File: src/rtl/instruction_fetch_queue.sv
// instruction_fetch_queue
//   Prefetch FIFO between the instruction fetch unit and the decode stage.
//   Holds {instruction, PC+4} pairs so fetch can run ahead of decode stalls.
//   A flush (taken branch/jump) discards everything buffered. When empty, the
//   head outputs read as a MIPS NOP (all zeros).
//
// Ports
//   Clk            : single clock, rising edge
//   Reset          : synchronous active-high clear
//   InValid/InReady: fetch-side handshake, push = InValid & InReady
//   InInstruction  : instruction word from fetch
//   InPCAddResult  : PC+4 paired with InInstruction
//   Flush          : synchronous discard of all entries
//   OutValid/OutReady: decode-side handshake, pop = OutValid & OutReady
//   OutInstruction : head instruction (show-ahead), zero when empty
//   OutPCAddResult : head PC+4 (show-ahead), zero when empty
//   Count          : number of occupied entries, 0..DEPTH
//
// DEPTH must be a power of two (>= 2) and PTR_W = log2(DEPTH) so that the
// pointers wrap naturally on overflow.

module instruction_fetch_queue #(
  parameter int DEPTH  = 4,
  parameter int PTR_W  = 2,
  parameter int DATA_W = 32
) (
  input  logic              Clk,
  input  logic              Reset,
  input  logic              InValid,
  output logic              InReady,
  input  logic [DATA_W-1:0] InInstruction,
  input  logic [DATA_W-1:0] InPCAddResult,
  input  logic              Flush,
  output logic              OutValid,
  input  logic              OutReady,
  output logic [DATA_W-1:0] OutInstruction,
  output logic [DATA_W-1:0] OutPCAddResult,
  output logic [PTR_W:0]    Count
);

  localparam logic [PTR_W:0]   FULL_COUNT = (PTR_W + 1)'(DEPTH);
  localparam logic [PTR_W:0]   CNT_ZERO   = {(PTR_W + 1){1'b0}};
  localparam logic [PTR_W:0]   CNT_ONE    = (PTR_W + 1)'(1);
  localparam logic [PTR_W-1:0] PTR_ZERO   = {PTR_W{1'b0}};
  localparam logic [PTR_W-1:0] PTR_ONE    = PTR_W'(1);

  logic [DATA_W-1:0] instr_mem_r [DEPTH];
  logic [DATA_W-1:0] pc_mem_r    [DEPTH];
  logic [PTR_W-1:0]  wr_ptr_r;
  logic [PTR_W-1:0]  rd_ptr_r;
  logic [PTR_W:0]    count_r;

  logic              push_s;
  logic              pop_s;
  logic              empty_s;

  // Count alone decides full/empty; a same-cycle pop never opens InReady.
  assign empty_s  = (count_r == CNT_ZERO);
  assign InReady  = (count_r != FULL_COUNT);
  assign OutValid = !empty_s;
  assign push_s   = InValid & InReady;
  assign pop_s    = OutValid & OutReady;
  assign Count    = count_r;

  // Show-ahead head read; forced to NOP when empty so stale storage never leaks.
  always_comb begin
    OutInstruction = {DATA_W{1'b0}};
    OutPCAddResult = {DATA_W{1'b0}};
    if (!empty_s) begin
      OutInstruction = instr_mem_r[rd_ptr_r];
      OutPCAddResult = pc_mem_r[rd_ptr_r];
    end else begin
      OutInstruction = {DATA_W{1'b0}};
      OutPCAddResult = {DATA_W{1'b0}};
    end
  end

  // Entry storage; contents are don't-care once pointers are cleared, so no reset.
  always_ff @(posedge Clk) begin
    if (push_s && !Flush && !Reset) begin
      instr_mem_r[wr_ptr_r] <= InInstruction;
      pc_mem_r[wr_ptr_r]    <= InPCAddResult;
    end
  end

  // Pointer and occupancy update; Reset outranks Flush, Flush outranks push/pop.
  always_ff @(posedge Clk) begin
    if (Reset) begin
      wr_ptr_r <= PTR_ZERO;
      rd_ptr_r <= PTR_ZERO;
      count_r  <= CNT_ZERO;
    end else if (Flush) begin
      wr_ptr_r <= PTR_ZERO;
      rd_ptr_r <= PTR_ZERO;
      count_r  <= CNT_ZERO;
    end else begin
      if (push_s) begin
        wr_ptr_r <= wr_ptr_r + PTR_ONE;
      end
      if (pop_s) begin
        rd_ptr_r <= rd_ptr_r + PTR_ONE;
      end
      case ({push_s, pop_s})
        2'b10:   count_r <= count_r + CNT_ONE;
        2'b01:   count_r <= count_r - CNT_ONE;
        default: count_r <= count_r;
      endcase
    end
  end

endmodule

File: config.mk
export PLATFORM = sky130hd
export DESIGN_NAME = instruction_fetch_queue
export DESIGN_NICKNAME = d
export VERILOG_FILES = /design/src/rtl/instruction_fetch_queue.sv
export SDC_FILE = /design/constraint.sdc
export NUM_CORES = 1
export LEC_CHECK = 0
export ABC_AREA = 1
export ABC_CLOCK_PERIOD_IN_PS = 7600
export CAP_MARGIN = 20
export CORE_AREA = 3 3 192 100
export DETAILED_ROUTE_END_ITERATION = 6
export DIE_AREA = 0 0 195 103
export GPL_TIMING_DRIVEN = 0
export HOLD_SLACK_MARGIN = 0.15
export MAX_ROUTING_LAYER = met4
export PLACE_DENSITY = 0.83
export SLEW_MARGIN = 20
export SYNTH_ARGS = -nofsm -noshare
export SYNTH_HDL_FRONTEND = slang
export SYNTH_SLANG_ARGS = --single-unit
File: constraint.sdc
create_clock -name Clk -period 7.6 [get_ports Clk]
set_input_delay 1.52 -clock Clk [delete_from_list [all_inputs] [get_ports Clk]]
set_output_delay 1.52 -clock Clk [all_outputs]
set_load 0.05 [all_outputs]
======== Word level (Yosys, flattened, before mapping) ========
Memory sizes are Yosys's and may differ from the RTL's. A register that Yosys moved wholly into a read port is not among the register bits.
Cells that the tools add are included.
operators by class
  multipliers ............................. 0
  equality and inequality tests ........... 3
  shift operators ......................... 0
  $add $sub $neg .......................... 4
  div/mod/pow operators ................... 0
  $lt $le $gt $ge ......................... 0
  bitwise logic cells ..................... 2
  reduce and logical (&&, ||, !) cells .... 8
  multiplexer cells ....................... 9
operator list
  kind                   number
  $mux W32               2
  $mux W2                4
  $pmux W3 S2            1
  $add A2 B1 Y2 const B  2
  $add A3 B1 Y3 const B  1
  $logic_not A1 Y1       3
  $logic_not A3 Y1       1
  $ne A3 B3 Y1 const B   1
  $sub A3 B1 Y3 const B  1
  $and A1 B1 Y1          2
  $eq A2 B1 Y1 const B   1
  $eq A2 B2 Y1 const B   1
  $logic_and A1 B1 Y1    2
  $mux W1                2
  $reduce_bool A2 Y1     1
  $reduce_or A2 Y1       1
storage, ports and cells
  logic and storage cells ................. 31
  ROM bits ................................ 0
  register bits after elaboration ......... 7
  bits in writable memories ............... 256
  memories ................................ 2
  latch bits .............................. 0
memories
  memory       words  bits a word  read ports  clocked after Yosys merged registers in  write ports  RTL line  text
  instr_mem_r  4      32           1           1                                        1            47        logic [DATA_W-1:0] instr_mem_r [DEPTH];
  pc_mem_r     4      32           1           1                                        1            48        logic [DATA_W-1:0] pc_mem_r [DEPTH];

======== Logic depth before layout (Yosys ltp) ========
  depth after elaboration ................. 6
  mapped depth ............................ 13
  mapped depth without buffers ............ 13

======== Worst setup path after synthesis ========
OpenSTA, ideal clock, no wires.
  kind .................................... input port to flip-flop
  start point ............................. input port InValid
  end point ............................... memory instr_mem_r[0][0] (enable)
  path buffers ............................ 0
  slack ................................... 2424 ps
  data required time ...................... 7113 ps
  data arrival time ....................... 4689 ps
  stages on the path ...................... 3
  cell sequence ........................... a21boi_0 nand2_1 nor2_1
on the way
  cells in the longest elaborated chain, start to end .. 5
ends and longest elaborated chain
  item                              RTL line  text
  start, declared                   29        input logic InValid,
  $and A1 B1 Y1                     61        assign push_s = InValid & InReady;
  $logic_and A1 B1 Y1 (2 in a row)  80        if (push_s && !Flush && !Reset) begin
  $mux W1                           80
  $mux W1 (not written as such)     81        instr_mem_r[wr_ptr_r] <= InInstruction;
  end, declared                     47
No other way between the ends.

==> flow_summary.toml <==
[routing]
via_per_inst = 5.65
route.vias.total = 7034
routedWlPerCell_um = 19.6
detailedRoute.firstIterationViolations = 651
drt_drc_violations_left = 0
route.final.wire_length_um = 24400
firstDrtPassIters = 5
final_antenna_net_count = 0

[cts]
cts_buffers = 23
cts_tree = "yes"
numClockSinks = 265
insertion_delay_ns = 0.50
clk_transition_reported_paths_ns = 0.06
htreeDepth = 1
cts_repair_resize_count = 0
cts_max_path_buffers = 3
cts.hold.buffers_added = 0
cts_root_buffer = "clkbuf_16"
setup_repair_bufs_after_cts = 0

[power_and_ir_drop]
p_total_mw = 2.99
power_density_nw_per_um2 = 230
p_leak_nw = 4.41
irDropWorstVdd_mv = 0.137

[logic_synthesis]
synthTopCellsByCount = "nor2_1 (271), edfxtp_1 (256), o21ai_0 (120)"
synth_top_flop_cell = "edfxtp_1"
synth_warnings = 0
ys_seq_area_frac = 0.755
synthesis.area_um2 = 10400
netlist.top_cell.by_area = "edfxtp_1"
edff_count_synth = 256
ys_top_cells_by_area = "edfxtp_1 (74%), nor2_1 (9.8%), o21ai_0 (5.8%)"
synth.ff_latch_count = 265
synth_area_per_cell_um2 = 12.6
async_flop_share = 0
synth_most_common_cell = "nor2_1"
synth.net_count = 902
yosysTopAreaCellShare = 0.738
syn-instance-count = 827
synth.distinct_cells = 19

[timing]
timing.hold.ws_ns = 0.530
final_critical_path_setup_slack_ns = 3.26
slew-limit-headroom = 0.443
fin_setup_tns_ns = 0
final.period_utilization = 0.571
report.final.slew_viol_count = 0
unrepaired_setup_endpoints_after_global_routing = "false"
clock_skew_ns = 0.00611
timing_worst_slew_pin_value_ns = 0.833
setup-violations-final = 0
period_minus_slack_ns = 4.34
fmax_mhz = 230
hold_viol = 0

[cells_and_area]
stdcell_area_um2 = 13000
num_antenna_cells = 0
final_cells = 1246
nets = 1074
utilization = 0.745
n_fill_cell = 1046
final_layout_size_suffix_gt1_frac = 0.0751
area_growth_from_synthesis_to_layout_pct = 24.8

[floorplan]
boundaryPins = 138
die_h_um = 103
rows = 34
coreArea_um2 = 17400
fp.dieW_um = 195
dieArea_um2 = 20100
floorplan.initialDensity = 0.597

[worst_hold_path]
whs_path_depth = 2
timing.hold.worst.class = "reg -> reg"
min_from = "wr_ptr_r[1]"

[placed_design]
dp.final_hpwl_um = 15800
detailedPlace.worstSlack_ns = 3.46
place.gp.congestion = 0.774
detailed_place.area_um2 = 12400
place_inst = 1208
port_buffers = 137

[setup_path]
reg2reg_from = "Count[1]"
worst-setup-path-type = "reg -> out"
worst_setup_ep_type = "primary output"
critPathMaxFanout = 10
worst_ep_arrival_time_ns = 2.82
crit_required_ns = 6.08
worstSetupStartpointType = "register"
worst_r2r_path_depth = 5

[global_route]
track_usage = 0.249
grt.overflow.total = 0
first_global_vias = 7275
global_route_wire_length_before_repair_um = 37600
grt_antenna_before_repair = 0
grt_max_degree = 24

[status]
outcome = "finished clean"

[flow_run]
timing.max_cap.violations = 0
-- layout by cell type (no fill, tap or decap), types with 4 or more instances in the layout --
| master | n |
|---|---|
| nand3_1 | 4 |
| nor2_4 | 4 |
| edfxtp_1 | 256 |
| o21ai_0 | 120 |
| buf_12 | 4 |
| clkdlybuf4s50_1 | 137 |
| inv_1 | 17 |
| clkinv_1 | 4 |
| clkbuf_16 | 23 |
| dfxtp_1 | 9 |
| ha_1 | 5 |
| buf_6 | 11 |
| buf_2 | 14 |
| clkbuf_1 | 19 |
| o21ai_1 | 10 |
| nand2_1 | 15 |
| buf_16 | 6 |
| a21oi_1 | 67 |
| clkinv_2 | 4 |
| nor2_1 | 267 |
| buf_4 | 5 |
-- worst max-delay path, cell delays in order, from the launching register on --
cell and delay (ns):
dfxtp_1 0.34, inv_2 0.07, buf_4 0.19, clkbuf_1 0.43
o21ai_0 0.19, a21oi_1 0.25, clkdlybuf4s50_1 0.85
-- cell families (layout without fill, tap and decap cells) --
family | count (synthesis) | after routing | synth area share
simple gates | 291 | 291 | 0.106
flops | 265 | 265 | 0.755
compound gates | 198 | 198 | 0.0954
buf+inv | 67 | 252 | 0.0356
fa+ha+maj | 6 | 6 | 0.00793
-- final cells by class --
type | count | area (µm²) | area share
Sequential cell | 265 | 7870 | 0.605
Multi-Input combinational cell | 495 | 2210 | 0.170
Inverter | 20 | 75.1 | 0.00578
Clock inverter | 10 | 50.0 | 0.00385
Clock buffer | 28 | 594 | 0.0457
Tap cell | 234 | 293 | 0.0225
Timing Repair Buffer | 147 | 1620 | 0.124
Buffer | 47 | 295 | 0.0227
-- where the power goes --
part           switching, mW  internal (mW)  total, mW
Combinational          0.219          0.111      0.330
Sequential           0.00545           1.62       1.62
Clock                  0.486          0.554       1.04
Total                  0.711           2.28       2.99
-- sequential cells by signal (all words and copies together), names as in the netlist, named ones only --
name / count
instr_mem_r: 128
wr_ptr_r: 2
rd_ptr_r: 2
Count: 3
pc_mem_r: 128
-- worst paths after layout --
kind                       end  slack [ns]
max          OutPCAddResult[3]        3.26
min                wr_ptr_r[1]        0.53
min reg2reg        wr_ptr_r[1]        0.53
max reg2reg     pc_mem_r[1][2]        5.05
-- routing by layer --
layer	part of all wire	track usage
met5	0	-
met4	0.025	0.0925
met3	0.078	0.0464
met2	0.50	0.423
met1	0.40	0.307
Note: power is estimated with default switching activity, not from simulation.
